<file path="config.mk">
export PLATFORM = sky130hd
export DESIGN_NAME = main_controller
export DESIGN_NICKNAME = d
export VERILOG_FILES = /design/src/rtl/riscv_ctrl_pkg.sv /design/src/rtl/alu_decoder.sv /design/src/rtl/main_controller.sv
export SDC_FILE = /design/constraint.sdc
export NUM_CORES = 1
export LEC_CHECK = 0
export CAP_MARGIN = 20
export CORE_MARGIN = 3
export CORE_UTILIZATION = 47
export CTS_BUF_LIST = sky130_fd_sc_hd__clkbuf_4 sky130_fd_sc_hd__clkbuf_8
export DETAILED_ROUTE_END_ITERATION = 6
export GPL_TIMING_DRIVEN = 0
export HOLD_SLACK_MARGIN = 0.03
export PLACE_DENSITY = 0.87
export SLEW_MARGIN = 30
export SYNTH_ARGS = -nofsm -noshare
export SYNTH_HDL_FRONTEND = slang
export SYNTH_SLANG_ARGS = --single-unit
</file>
<file path="constraint.sdc">
create_clock -name clk -period 2.9 [get_ports clk]
set_input_delay 0.435 -clock clk [delete_from_list [all_inputs] [get_ports clk]]
set_output_delay 0.435 -clock clk [all_outputs]
set_load 0.005 [all_outputs]
</file>
<file path="src/rtl/riscv_ctrl_pkg.sv">
// Shared encodings for the multicycle RV32I control unit.
// Holds the opcodes, FSM states and the datapath select/operation codes.
package riscv_ctrl_pkg;

    localparam logic [6:0] OpLoad   = 7'b0000011;
    localparam logic [6:0] OpStore  = 7'b0100011;
    localparam logic [6:0] OpR      = 7'b0110011;
    localparam logic [6:0] OpI      = 7'b0010011;
    localparam logic [6:0] OpBranch = 7'b1100011;
    localparam logic [6:0] OpJal    = 7'b1101111;
    localparam logic [6:0] OpJalr   = 7'b1100111;
    localparam logic [6:0] OpLui    = 7'b0110111;

    typedef enum logic [3:0] {
        StFetch, StDecode, StMemAdr, StMemRead, StMemWb, StMemWrite,
        StExecR, StExecI, StAluWb, StBranch, StJal, StJalr, StLinkWb, StLui
    } state_t;

    typedef enum logic [2:0] {
        AluAdd  = 3'b000,
        AluSub  = 3'b001,
        AluAnd  = 3'b010,
        AluOr   = 3'b011,
        AluSlt  = 3'b100,
        AluSltu = 3'b101,
        AluXor  = 3'b110
    } aluOp_t;

    typedef enum logic [2:0] {
        ImmI = 3'b000,
        ImmS = 3'b001,
        ImmB = 3'b010,
        ImmJ = 3'b011,
        ImmU = 3'b100
    } immSrc_t;

    typedef enum logic [1:0] {
        SrcAPc    = 2'd0,
        SrcAOldPc = 2'd1,
        SrcARegA  = 2'd2,
        SrcAZero  = 2'd3
    } aluSrcA_t;

    typedef enum logic [1:0] {
        SrcBRegB = 2'd0,
        SrcBImm  = 2'd1,
        SrcBFour = 2'd2,
        SrcBZero = 2'd3
    } aluSrcB_t;

    typedef enum logic [1:0] {
        ResAluOutReg = 2'd0,
        ResMdr       = 2'd1,
        ResAluOut    = 2'd2
    } resultSrc_t;

endpackage

</file>
<file path="src/rtl/alu_decoder.sv">
// Maps funct3/funct7[5] of R-type and I-ALU instructions onto an ALU operation.
// Shift encodings are not supported and are flagged as illegal.
module alu_decoder
    import riscv_ctrl_pkg::*;
(
    input  logic [6:0] Op,
    input  logic [2:0] Funct3,
    input  logic       Funct7b5,
    output logic [2:0] AluOp,
    output logic       Illegal
);

    // NOTE: every signal written here gets a default first so no latch is inferred.
    always_comb begin
        AluOp   = AluAdd;
        Illegal = 1'b0;
        unique case (Funct3)
            // Inst[30] selects sub only in R-type; in addi it is immediate bit 10.
            3'b000:  AluOp = (Op == OpR && Funct7b5) ? AluSub : AluAdd;
            3'b111:  AluOp = AluAnd;
            3'b110:  AluOp = AluOr;
            3'b100:  AluOp = AluXor;
            3'b010:  AluOp = AluSlt;
            3'b011:  AluOp = AluSltu;
            default: Illegal = 1'b1;
        endcase
    end

endmodule

</file>
<file path="src/rtl/main_controller.sv">
// Multicycle RV32I control FSM: sequences fetch/decode/execute/memory/writeback.
// Outputs are decoded from the state and the held instruction fields; PcEn in BRANCH also follows Zero.
module main_controller
    import riscv_ctrl_pkg::*;
(
    input  logic       clk,
    input  logic       rst,
    input  logic [6:0] Op,
    input  logic [2:0] Funct3,
    input  logic       Funct7b5,
    input  logic       Zero,
    output logic       PcEn,
    output logic       AdrSrc,
    output logic       MemWrite,
    output logic       IrWrite,
    output logic       RegWrite,
    output logic [1:0] AluSrcA,
    output logic [1:0] AluSrcB,
    output logic [1:0] ResultSrc,
    output logic [2:0] Immsrc,
    output logic [2:0] AluOp,
    output logic       Illegal
);

    state_t     state;
    logic [2:0] decAluOp;
    logic       decIllegal;
    logic       opIllegal;
    logic       decodeIllegal;

    alu_decoder uAluDecoder (
        .Op       (Op),
        .Funct3   (Funct3),
        .Funct7b5 (Funct7b5),
        .AluOp    (decAluOp),
        .Illegal  (decIllegal)
    );

    always_comb begin
        opIllegal     = !(Op inside {OpLoad, OpStore, OpR, OpI, OpBranch, OpJal, OpJalr, OpLui});
        decodeIllegal = opIllegal || ((Op == OpR || Op == OpI) && decIllegal);
    end

    // NOTE: state is sequential, so it is assigned with <= only.
    always_ff @(posedge clk) begin
        if (!rst) begin
            state <= StFetch;
        end else begin
            unique case (state)
                StFetch:  state <= StDecode;
                StDecode: begin
                    if (decodeIllegal) begin
                        state <= StFetch;
                    end else begin
                        unique case (Op)
                            OpLoad, OpStore: state <= StMemAdr;
                            OpR:             state <= StExecR;
                            OpI:             state <= StExecI;
                            OpBranch:        state <= StBranch;
                            OpJal:           state <= StJal;
                            OpJalr:          state <= StJalr;
                            OpLui:           state <= StLui;
                            default:         state <= StFetch;
                        endcase
                    end
                end
                StMemAdr:   state <= (Op == OpStore) ? StMemWrite : StMemRead;
                StMemRead:  state <= StMemWb;
                StExecR,
                StExecI:    state <= StAluWb;
                StJal,
                StJalr:     state <= StLinkWb;
                default:    state <= StFetch;
            endcase
        end
    end

    always_comb begin
        PcEn      = 1'b0;
        AdrSrc    = 1'b0;
        MemWrite  = 1'b0;
        IrWrite   = 1'b0;
        RegWrite  = 1'b0;
        AluSrcA   = SrcAPc;
        AluSrcB   = SrcBRegB;
        ResultSrc = ResAluOutReg;
        Immsrc    = ImmI;
        AluOp     = AluAdd;
        Illegal   = 1'b0;
        // Reset is synchronous for the state but must silence every enable immediately.
        if (rst) begin
            unique case (state)
                StFetch: begin
                    IrWrite   = 1'b1;
                    AluSrcB   = SrcBFour;
                    ResultSrc = ResAluOut;
                    PcEn      = 1'b1;
                end
                StDecode: begin
                    AluSrcA = SrcAOldPc;
                    AluSrcB = SrcBImm;
                    Immsrc  = (Op == OpJal) ? ImmJ : ImmB;
                    Illegal = decodeIllegal;
                end
                StMemAdr: begin
                    AluSrcA = SrcARegA;
                    AluSrcB = SrcBImm;
                    Immsrc  = (Op == OpStore) ? ImmS : ImmI;
                end
                StMemRead: AdrSrc = 1'b1;
                StMemWb: begin
                    ResultSrc = ResMdr;
                    RegWrite  = 1'b1;
                end
                StMemWrite: begin
                    AdrSrc   = 1'b1;
                    MemWrite = 1'b1;
                end
                StExecR: begin
                    AluSrcA = SrcARegA;
                    AluOp   = decAluOp;
                end
                StExecI: begin
                    AluSrcA = SrcARegA;
                    AluSrcB = SrcBImm;
                    AluOp   = decAluOp;
                end
                StAluWb: RegWrite = 1'b1;
                StBranch: begin
                    AluSrcA = SrcARegA;
                    // blt/bge reuse slt: a nonzero slt result means rs1 < rs2.
                    unique case (Funct3)
                        3'b000: begin AluOp = AluSub; PcEn = Zero;  end
                        3'b001: begin AluOp = AluSub; PcEn = !Zero; end
                        3'b100: begin AluOp = AluSlt; PcEn = !Zero; end
                        3'b101: begin AluOp = AluSlt; PcEn = Zero;  end
                        default: Illegal = 1'b1;
                    endcase
                end
                StJal: PcEn = 1'b1;
                StJalr: begin
                    AluSrcA   = SrcARegA;
                    AluSrcB   = SrcBImm;
                    ResultSrc = ResAluOut;
                    PcEn      = 1'b1;
                end
                StLinkWb: begin
                    AluSrcA   = SrcAOldPc;
                    AluSrcB   = SrcBZero;
                    ResultSrc = ResAluOut;
                    RegWrite  = 1'b1;
                end
                StLui: begin
                    AluSrcA   = SrcAZero;
                    AluSrcB   = SrcBImm;
                    Immsrc    = ImmU;
                    ResultSrc = ResAluOut;
                    RegWrite  = 1'b1;
                end
                default: ;
            endcase
        end
    end

endmodule

</file>
==> metrics.md, run 1 <==
| Metric | Value |
|---|---|
| # IOs | `32` |
| Grt ovf | `0` |
| CP Launch Type | `primary input` |
| Library cells used by synthesis | `43` |
| DRC violations left | `0` |
| Die Height | `46.5 um` |
| Post-layout util | `78.5%` |
| Crit Path Max Fanout | `7` |
| Fin area | `1110 um2` |
| Synthesis-to-finish area growth | `44.4%` |
| RSZ-0062 raised after global routing | `false` |
| Drt pass-1 iters | `4` |
| Ys Warns | `0` |
| DIE AREA | `2160 um2` |
| Fmax | `0.362 GHz` |
| Largest net degree at the start of global routing | `11` |
| Worst skew pair latency | `0.24 ns` |
| Clock Path Buffers | `2` |
| Worst-margin pin slew | `0.423 ns` |
| Final Setup Violations | `0` |
| Final GP Congestion | `0.809` |
| Most common cell in the netlist | `nor2_1` |
| Initial core utilization | `54.4%` |
| Port Buffers | `29` |
| Rel. slew slack | `71.4%` |
| Die width | `46.5 um` |
| Critical Setup Path Class | `primary input to output port` |
| Dpl cell area | `1080 um2` |
| First-pass GRT wire length | `3740 um` |
| Avg WL per Cell | `13.8 um` |
| Final wirelength | `2220 um` |
| Hold crit path type | `primary input to flop` |
| GRT Total Usage | `23.9%` |
| Leakage | `0.438 nW` |
| VDD IR max | `223 uV` |
| Vias in the first global route | `834` |
| Required time worst endpoint | `2.47 ns` |
| Biggest regs | `state (4)` |
| Top reg by flops | `state` |
| Cell Area, Synth | `769 um2` |
| Period utilization | `95.3%` |
| Skew final | `0.00702 ns` |
| Seq/Total Area, Yosys | `10.4%` |
| Cell Pwr Density | `237 nW/um2` |
| Mapped Nets | `127` |
| Gate Count Post-Synth | `113` |
| Fraction of registers with async set/reset | `0%` |
| Max H-tree Level | `1` |
| # hold bufs at CTS | `0` |
| Initial DRC Count | `11` |
| Total CTS buffers | `3` |
| Root buffer cell | `clkbuf_4` |
| Share of Yosys cell area claimed by the top area cell type | `10.4%` |
| Worst Path Arrival | `2.33 ns` |
| Hold Slack | `0.579 ns` |
| Top cells by instance count after synthesis | `nor2_1, nand2_1, a21oi_1` |
| Status | `finished clean` |
| TNS Setup | `0 ns` |
| Vias | `953` |
| Period minus WS final | `2.76 ns` |
| Largest register FFs | `4` |
| Diodes inserted | `0` |
| Hpwl dp | `1810 um` |
| DR vias/cell | `5.92` |
| Clk sinks | `4` |
| Layout cell share with drive strength beyond 1 | `8.90%` |
| Antenna Nets Post-Route | `0` |
| Initial antenna violation count | `0` |
| CTS tree | `yes` |
| Hold Violations, Final | `0` |
| # fillers | `124` |
| Syn Area/Cell | `6.81 um2` |
| Worst setup EP type | `output port` |
| Clk slew on worst S/H paths | `0.03 ns` |
| Max-cap violations | `0` |
| Post-synth EDFFs | `0` |
| Yosys reg bits | `4` |
| Slew Limit Fails | `0` |
| Main synth FF type | `dfxtp_1` |
| Synth area leader | `dfxtp_1` |
| Area of the core | `1420 um2` |
| Area contributors post-synth | `dfxtp_1, nor2_1, nand2_1` |
| Net count, final | `162` |
| Site Rows | `13` |
layout by cell type, fill, tap and decap left out, drive strengths merged, types with 4 or more instances in the layout:
cell type      netlist  routed
nor2b                5       5
nand2               11      11
nand2b               6       6
buf                  6       7
o21ai                6       6
clkdlybuf4s50        0      28
clkbuf               2       5
nor3                 6       6
nor2                12      12
a21oi                7       7
dfxtp                4       4
power by group:
group | switching, mW | leakage (nW) | internal [mW]
combinational | 0.0619 | 0.391 | 0.0666
sequential | 0.00526 | 0.0325 | 0.0581
clock | 0.0255 | 0.0138 | 0.0465
total | 0.0927 | 0.438 | 0.171
routing by layer:
layer / global-route usage [%] / part of all wire [%] / vias to the layer above
met5: 0 / 0 / -
met4: 10.8 / 1.9 / 0
met3: 3.13 / 4.7 / 4
met2: 38.2 / 48 / 33
met1: 31.3 / 45 / 430
li1: - / - / 486
repair_timing:
| action | in CTS | in global routing |
|---|---|---|
| gates resized for setup | 0 | 1 |
| buffers inserted | 0 | 1 |
| setup endpoints to repair | 0 | 1 |
critical path, cell delays in order:
cell	delay, ns
clkdlybuf4s50_1	0.55
nor4bb_1	0.31
a311oi_1	0.13
o32ai_1	0.23
and3_1	0.18
clkdlybuf4s50_1	0.50
kinds of logic (layout without fill, tap and decap cells):
family / count (synthesis) / count (layout) / share of synthesized area [%]
AOI/OAI and AO/OA: 32 / 32 / 29.1
DFF: 4 / 4 / 10.4
and+or+nand+nor: 61 / 61 / 47.2
buffers and inverters: 11 / 44 / 7.48
muxes: 1 / 1 / 1.30
xor gates and xnor gates: 4 / 4 / 4.55
cell type report:
| class | instances | area [um2] | area share, % |
|---|---|---|---|
| clock buffer | 3 | 22.5 | 2.03 |
| tap | 15 | 18.8 | 1.69 |
| buffer | 8 | 46.3 | 4.17 |
| sequential | 4 | 80.1 | 7.21 |
| timing repair buffer | 30 | 300 | 27.0 |
| inverter | 3 | 11.3 | 1.01 |
| multi-input combinational | 98 | 632 | 56.9 |
final timing paths:
check	from	endpoint	slack, ns	cells past startpoint
worst min register to register	state[0]	state[3]	0.74	3
worst min-delay path	Op[5]	state[3]	0.58	3
worst max-delay path	Funct3[0]	AluOp[0]	0.14	6
worst max register to register	state[1]	state[2]	1.44	5
through the flow:
stage | setup slack (ns) | std cells | total power, mW
after floorplan | 1.17 | 113 | 0.132
after detailed placement | 0.0943 | 157 | 0.192
after CTS | 0.0931 | 160 | 0.264
after global routing | 0.0527 | 161 | 0.282
final | 0.137 | 161 | 0.264
after global placement | 0.104 | 157 | 0.189
(Power assumes the default switching activity.)
==> run 2, diff against run 1 <==
Settings changed: CORE_MARGIN 3 to 1.
Clock period 2.9 ns to 3.22 ns, I/O delays scaled along.
==> run 2 against run 1 <==
Against the previous run: hold slack better by 0.059 ns; first-iteration DRC count up 130%; count of clock-buffer cells in the layout unchanged; setup slack better by 0.079 ns; global-route usage up 1.0 points.
==> metrics.md, run 2 (synthesis gave the netlist of run 1 again) <==
| Metric | Value |
|---|---|
| Clk slew on worst S/H paths | `0.04 ns` |
| Status | `finished clean` |
| Total CTS buffers | `3` |
| Setup bufs post-CTS | `0` |
| Final wirelength | `2120 um` |
| Largest net degree at the start of global routing | `11` |
| Max stage delay on crit path | `0.53 ns` |
| VDD IR max | `150 uV` |
| Seq pwr share | `23.7%` |
| Critical Setup Path Class | `primary input to output port` |
| Dpl cell area | `1080 um2` |
| Initial DRC Count | `25` |
| Root buffer cell | `clkbuf_4` |
| Layout cell share with drive strength beyond 1 | `8.28%` |
| Sw Share | `35.9%` |
| Crit path max-delay cell type | `clkdlybuf4s50_1` |
| Die Height | `42.5 um` |
| DIE AREA | `1800 um2` |
| Worst Path Buf+Inv | `2` |
| Largest register FFs | `4` |
| Vias | `996` |
| DRC violations left | `0` |
| Grt ovf | `0` |
| Fmax | `0.333 GHz` |
| Net count, final | `161` |
| Clk sinks | `4` |
| Diodes inserted | `0` |
| Final GP Congestion | `0.823` |
| Hold crit path type | `primary input to flop` |
| First-pass GRT wire length | `3620 um` |
| Worst Path Arrival | `2.52 ns` |
| Slew Limit Fails | `0` |
| Combinational Power Share | `48.2%` |
| Drt pass-1 iters | `4` |
| Rel. slew slack | `73.8%` |
| Crit. Startpoint | `Op[3]` |
| CP Launch Type | `primary input` |
| Hold Violations, Final | `0` |
| Final Setup Violations | `0` |
| Initial core utilization | `50.5%` |
| Worst setup path end | `Immsrc[0]` |
| Antenna Nets Post-Route | `0` |
| Hold Slack | `0.638 ns` |
| Avg WL per Cell | `13.2 um` |
| Worst setup EP type | `output port` |
| Max-cap violations | `0` |
| # IOs | `32` |
| # hold bufs at CTS | `0` |
| Worst slack at placement | `0.276 ns` |
| Top reg by flops | `state` |
| Clock Path Buffers | `2` |
| Die width | `42.5 um` |
| Required time worst endpoint | `2.74 ns` |
| Internal power | `0.154 mW` |
| DR vias/cell | `6.19` |
| Leakage | `0.423 nW` |
| Met2 wire len | `1030 um` |
| CP top delay family | `buffers and inverters` |
| Initial antenna violation count | `0` |
| Cell Pwr Density | `218 nW/um2` |
| Leading cell type in the layout, fill and taps excluded | `clkdlybuf4s50_1` |
| Crit path cell chain | `clkdlybuf4s50_1, or3_1, nor3b_2, nand3_1, a21boi_1, clkdlybuf4s50_1` |
| Crit Path Max Fanout | `6` |
| Site Rows | `14` |
| Setup ws final | `0.216 ns` |
| Port Buffers | `29` |
| Worst-margin pin slew | `0.386 ns` |
| Area of the core | `1520 um2` |
| Period utilization | `93.3%` |
| DR WL met3 | `120 um` |
| Skew final | `0.00277 ns` |
| Top sig layer | `met4` |
| Psw | `0.0864 mW` |
| CTS tree | `yes` |
| GRT Total Usage | `24.9%` |
| Critical R2R Capture | `state[2]` |
| Biggest regs | `state (4)` |
| Cell count of the worst reg-to-reg path | `5` |
| Cts repair resizes | `0` |
| Period minus WS final | `3.00 ns` |
| Post-layout util | `72.3%` |
| TNS Setup | `0 ns` |
| Fin area | `1100 um2` |
| Max H-tree Level | `1` |
| Levels on crit path | `6` |
| RSZ-0062 raised after global routing | `false` |
| M1 WL | `904 um` |
| Setup slack, reg-to-reg | `1.84 ns` |
| Worst R2R Start | `state[1]` |
| Synthesis-to-finish area growth | `43.3%` |
| Most frequent cells in the layout | `clkdlybuf4s50_1, nor2_1, nand2_1` |
| Worst skew pair latency | `0.24 ns` |
| Hpwl dp | `1660 um` |
| Clock power frac | `28.1%` |
| Vias in the first global route | `875` |
| Cell mode on critical path | `clkdlybuf4s50_1` |
==> run 2: power by group through the flow <==
stage	Clock (mW)	Sequential, mW	Combinational (mW)
global placement	0	0.0575	0.112
CTS	0.0682	0.0568	0.115
global route	0.0708	0.0578	0.128
detailed placement	0	0.0577	0.115
finish	0.0676	0.0571	0.116
floorplan	0	0.0562	0.0628
==> run 2: tightest hold or removal path, cell delays in order <==
cell and delay, ns:
buf_2 0.15, nor2_1 0.12, o41ai_2 0.07
==> run 2: final cells by class <==
| class | count | area, um2 |
|---|---|---|
| inverter | 3 | 11.3 |
| clock buffer | 3 | 22.5 |
| sequential | 4 | 80.1 |
| buffer | 8 | 46.3 |
| tap | 16 | 20.0 |
| multi-input combinational | 98 | 632 |
| timing repair buffer | 29 | 290 |
| fill | 128 | 422 |
==> run 2: layer usage <==
layer	vias up	GRT usage, %
met5	-	0
met4	0	10.6
met3	10	2.16
met2	52	41.5
met1	451	32.4
li1	483	-
==> run 2: how the worst min path moves through the flow <==
stage / start / end / slack, ns / depth (start not counted)
after floorplan: state[2] / state[3] / 0.62 / 2
after global placement: state[2] / state[3] / 0.69 / 2
after detailed placement: state[1] / state[3] / 0.73 / 4
after CTS: Op[5] / state[3] / 0.63 / 3
after global routing: Op[5] / state[3] / 0.65 / 3
final: Op[5] / state[2] / 0.64 / 3
==> run 2: per-stage QoR <==
stage	instances	power, mW
floorplan	113	0.119
global placement	158	0.169
detailed placement	158	0.173
CTS	161	0.240
global route	161	0.256
finish	161	0.241
==> run 3, diff against run 2 <==
Settings changed: CORE_UTILIZATION 47 to 45, CTS_BUF_LIST sky130_fd_sc_hd__clkbuf_4 sky130_fd_sc_hd__clkbuf_8 to sky130_fd_sc_hd__clkbuf_16, PLACE_DENSITY 0.87 to 0.84.
==> run 3 against run 2 <==
Against the previous run: the flow now finishes with violations (DRC); cell count did not move; global-route usage fell by 0.60 points; register-to-register slack barely moved; hold slack got worse by 0.0063 ns; critical path depth did not move; critical path type unchanged; largest power group is now the clock network.
==> metrics.md, run 3 (synthesis gave the netlist of run 1 again) <==
| Metric | Value |
|---|---|
| Setup bufs post-CTS | `0` |
| Hold Slack | `0.631 ns` |
| Worst-margin pin slew | `0.411 ns` |
| Area occupied by multi-input gates | `632 um2` |
| Status | `finished, violations left` |
| Initial DRC Count | `31` |
| Violated checks | `DRC` |
| Max-cap violations | `0` |
| Cell count of the worst reg-to-reg path | `5` |
| Top reg by flops | `state` |
| Drt pass-1 iters | `6` |
| Cell Pwr Density | `316 nW/um2` |
| Max stage delay on crit path | `0.52 ns` |
| Leakage | `0.446 nW` |
| Crit path cell chain | `clkdlybuf4s50_1, or3_1, nor3b_2, nand3_1, a21boi_1, clkdlybuf4s50_1` |
| Vias | `952` |
| Crit. Startpoint | `Op[3]` |
| Period utilization | `91.2%` |
| Final Setup Violations | `0` |
| GRT Total Usage | `24.3%` |
| Worst Path Arrival | `2.45 ns` |
| Worst R2R Start | `state[1]` |
| Diodes inserted | `0` |
| Cts repair resizes | `0` |
| Sequential Area | `80.1 um2` |
| Biggest regs | `state (4)` |
| # fillers | `131` |
| Hold Violations, Final | `0` |
| Clk sinks | `4` |
| DR WL met3 | `132 um` |
| Vias in the first global route | `812` |
| Avg WL per Cell | `12.8 um` |
| Initial antenna violation count | `0` |
| Final wirelength | `2070 um` |
| Critical Setup Path Class | `primary input to output port` |
| Fmax | `0.341 GHz` |
| Hpwl dp | `1620 um` |
| Critical R2R Capture | `state[2]` |
| Die Height | `43.4 um` |
| Largest net degree at the start of global routing | `11` |
| Crit Path Max Fanout | `6` |
| Most frequent cells in the layout | `clkdlybuf4s50_1, nor2_1, nand2_1` |
| Port Buffers | `29` |
| Top sig layer | `met3` |
| Setup slack, reg-to-reg | `1.83 ns` |
| Total CTS buffers | `3` |
| Worst setup path end | `Immsrc[0]` |
| Worst setup EP type | `output port` |
| # hold bufs at CTS | `0` |
| M1 WL | `963 um` |
| Leading cell type in the layout, fill and taps excluded | `clkdlybuf4s50_1` |
| Cell mode on critical path | `clkdlybuf4s50_1` |
| Area of the core | `1560 um2` |
| Setup ws final | `0.283 ns` |
| # IOs | `32` |
| VDD IR max | `572 uV` |
| CTS tree | `yes` |
| Final GP Congestion | `0.851` |
| RSZ-0062 raised after global routing | `false` |
| Largest register FFs | `4` |
| Worst slack at placement | `0.281 ns` |
| Worst skew pair latency | `0.22 ns` |
| Required time worst endpoint | `2.74 ns` |
| Layout cell share with drive strength beyond 1 | `8.28%` |
| Met2 wire len | `969 um` |
| Grt ovf | `0` |
| Root buffer cell | `clkbuf_16` |
| Hold crit path type | `primary input to flop` |
| Rel. slew slack | `72.2%` |
| Antenna Nets Post-Route | `0` |
| Slew Limit Fails | `0` |
| Clk slew on worst S/H paths | `0.03 ns` |
| Die width | `43.4 um` |
| Clock Path Buffers | `2` |
| Post-layout util | `74.1%` |
| Crit path max-delay cell type | `clkdlybuf4s50_1` |
| Skew final | `0.00194 ns` |
| Net count, final | `161` |
| TNS Setup | `0 ns` |
| Tot Pwr | `0.365 mW` |
| DIE AREA | `1880 um2` |
| Site Rows | `14` |
| Max H-tree Level | `1` |
| First-pass GRT wire length | `3590 um` |
| CP Launch Type | `primary input` |
| DRC violations left | `6` |
| Period minus WS final | `2.94 ns` |
| Initial core utilization | `49.4%` |
| Synthesis-to-finish area growth | `50.1%` |
| DR vias/cell | `5.91` |
-- run 3: cell counts in the layout (fill, tap and decap cells not counted) --
No cell type changed its count.
-- run 3: routing by layer --
metal / up-vias / global-route usage (%)
met5: - / 0
met4: 0 / 0
met3: 0 / 5.00
met2: 40 / 40.6
met1: 426 / 34.4
li1: 486 / -
-- run 3: metrics by stage --
| step | area [um2] | std cells |
|---|---|---|
| floorplan | 769 | 113 |
| global route | 1150 | 161 |
| CTS | 1150 | 161 |
| global placement | 1080 | 158 |
| finish | 1150 | 161 |
| detailed placement | 1080 | 158 |
-- run 3: report_power, final --
group	total, mW	internal (mW)	switching (mW)
logic	0.116	0.0600	0.0562
clock network	0.192	0.158	0.0331
registers	0.0572	0.0525	0.00477
total	0.365	0.271	0.0940
-- run 3: worst max-delay path, delay by kind of cell --
kind	cells	cell delay [ns]
buffers and inverters	2	1.01
AO/OA/AOI/OAI	1	0.15
AND/OR/NAND/NOR	3	0.82
-- run 3: worst min-delay path by stage --
stage / startpoint / end / cells after the start
final: Op[5] / state[3] / 3
after global routing: Op[5] / state[3] / 3
after CTS: Op[5] / state[3] / 3
after detailed placement: state[1] / state[3] / 4
after global placement: state[2] / state[3] / 2
after floorplan: state[2] / state[3] / 2
-- run 3: layout make-up --
type,count,area share [%]
multi-input combinational,98,54.7
inverter,3,0.975
timing repair buffer,29,25.1
buffer,8,4.01
sequential,4,6.93
tap,16,1.73
clock buffer,3,6.50
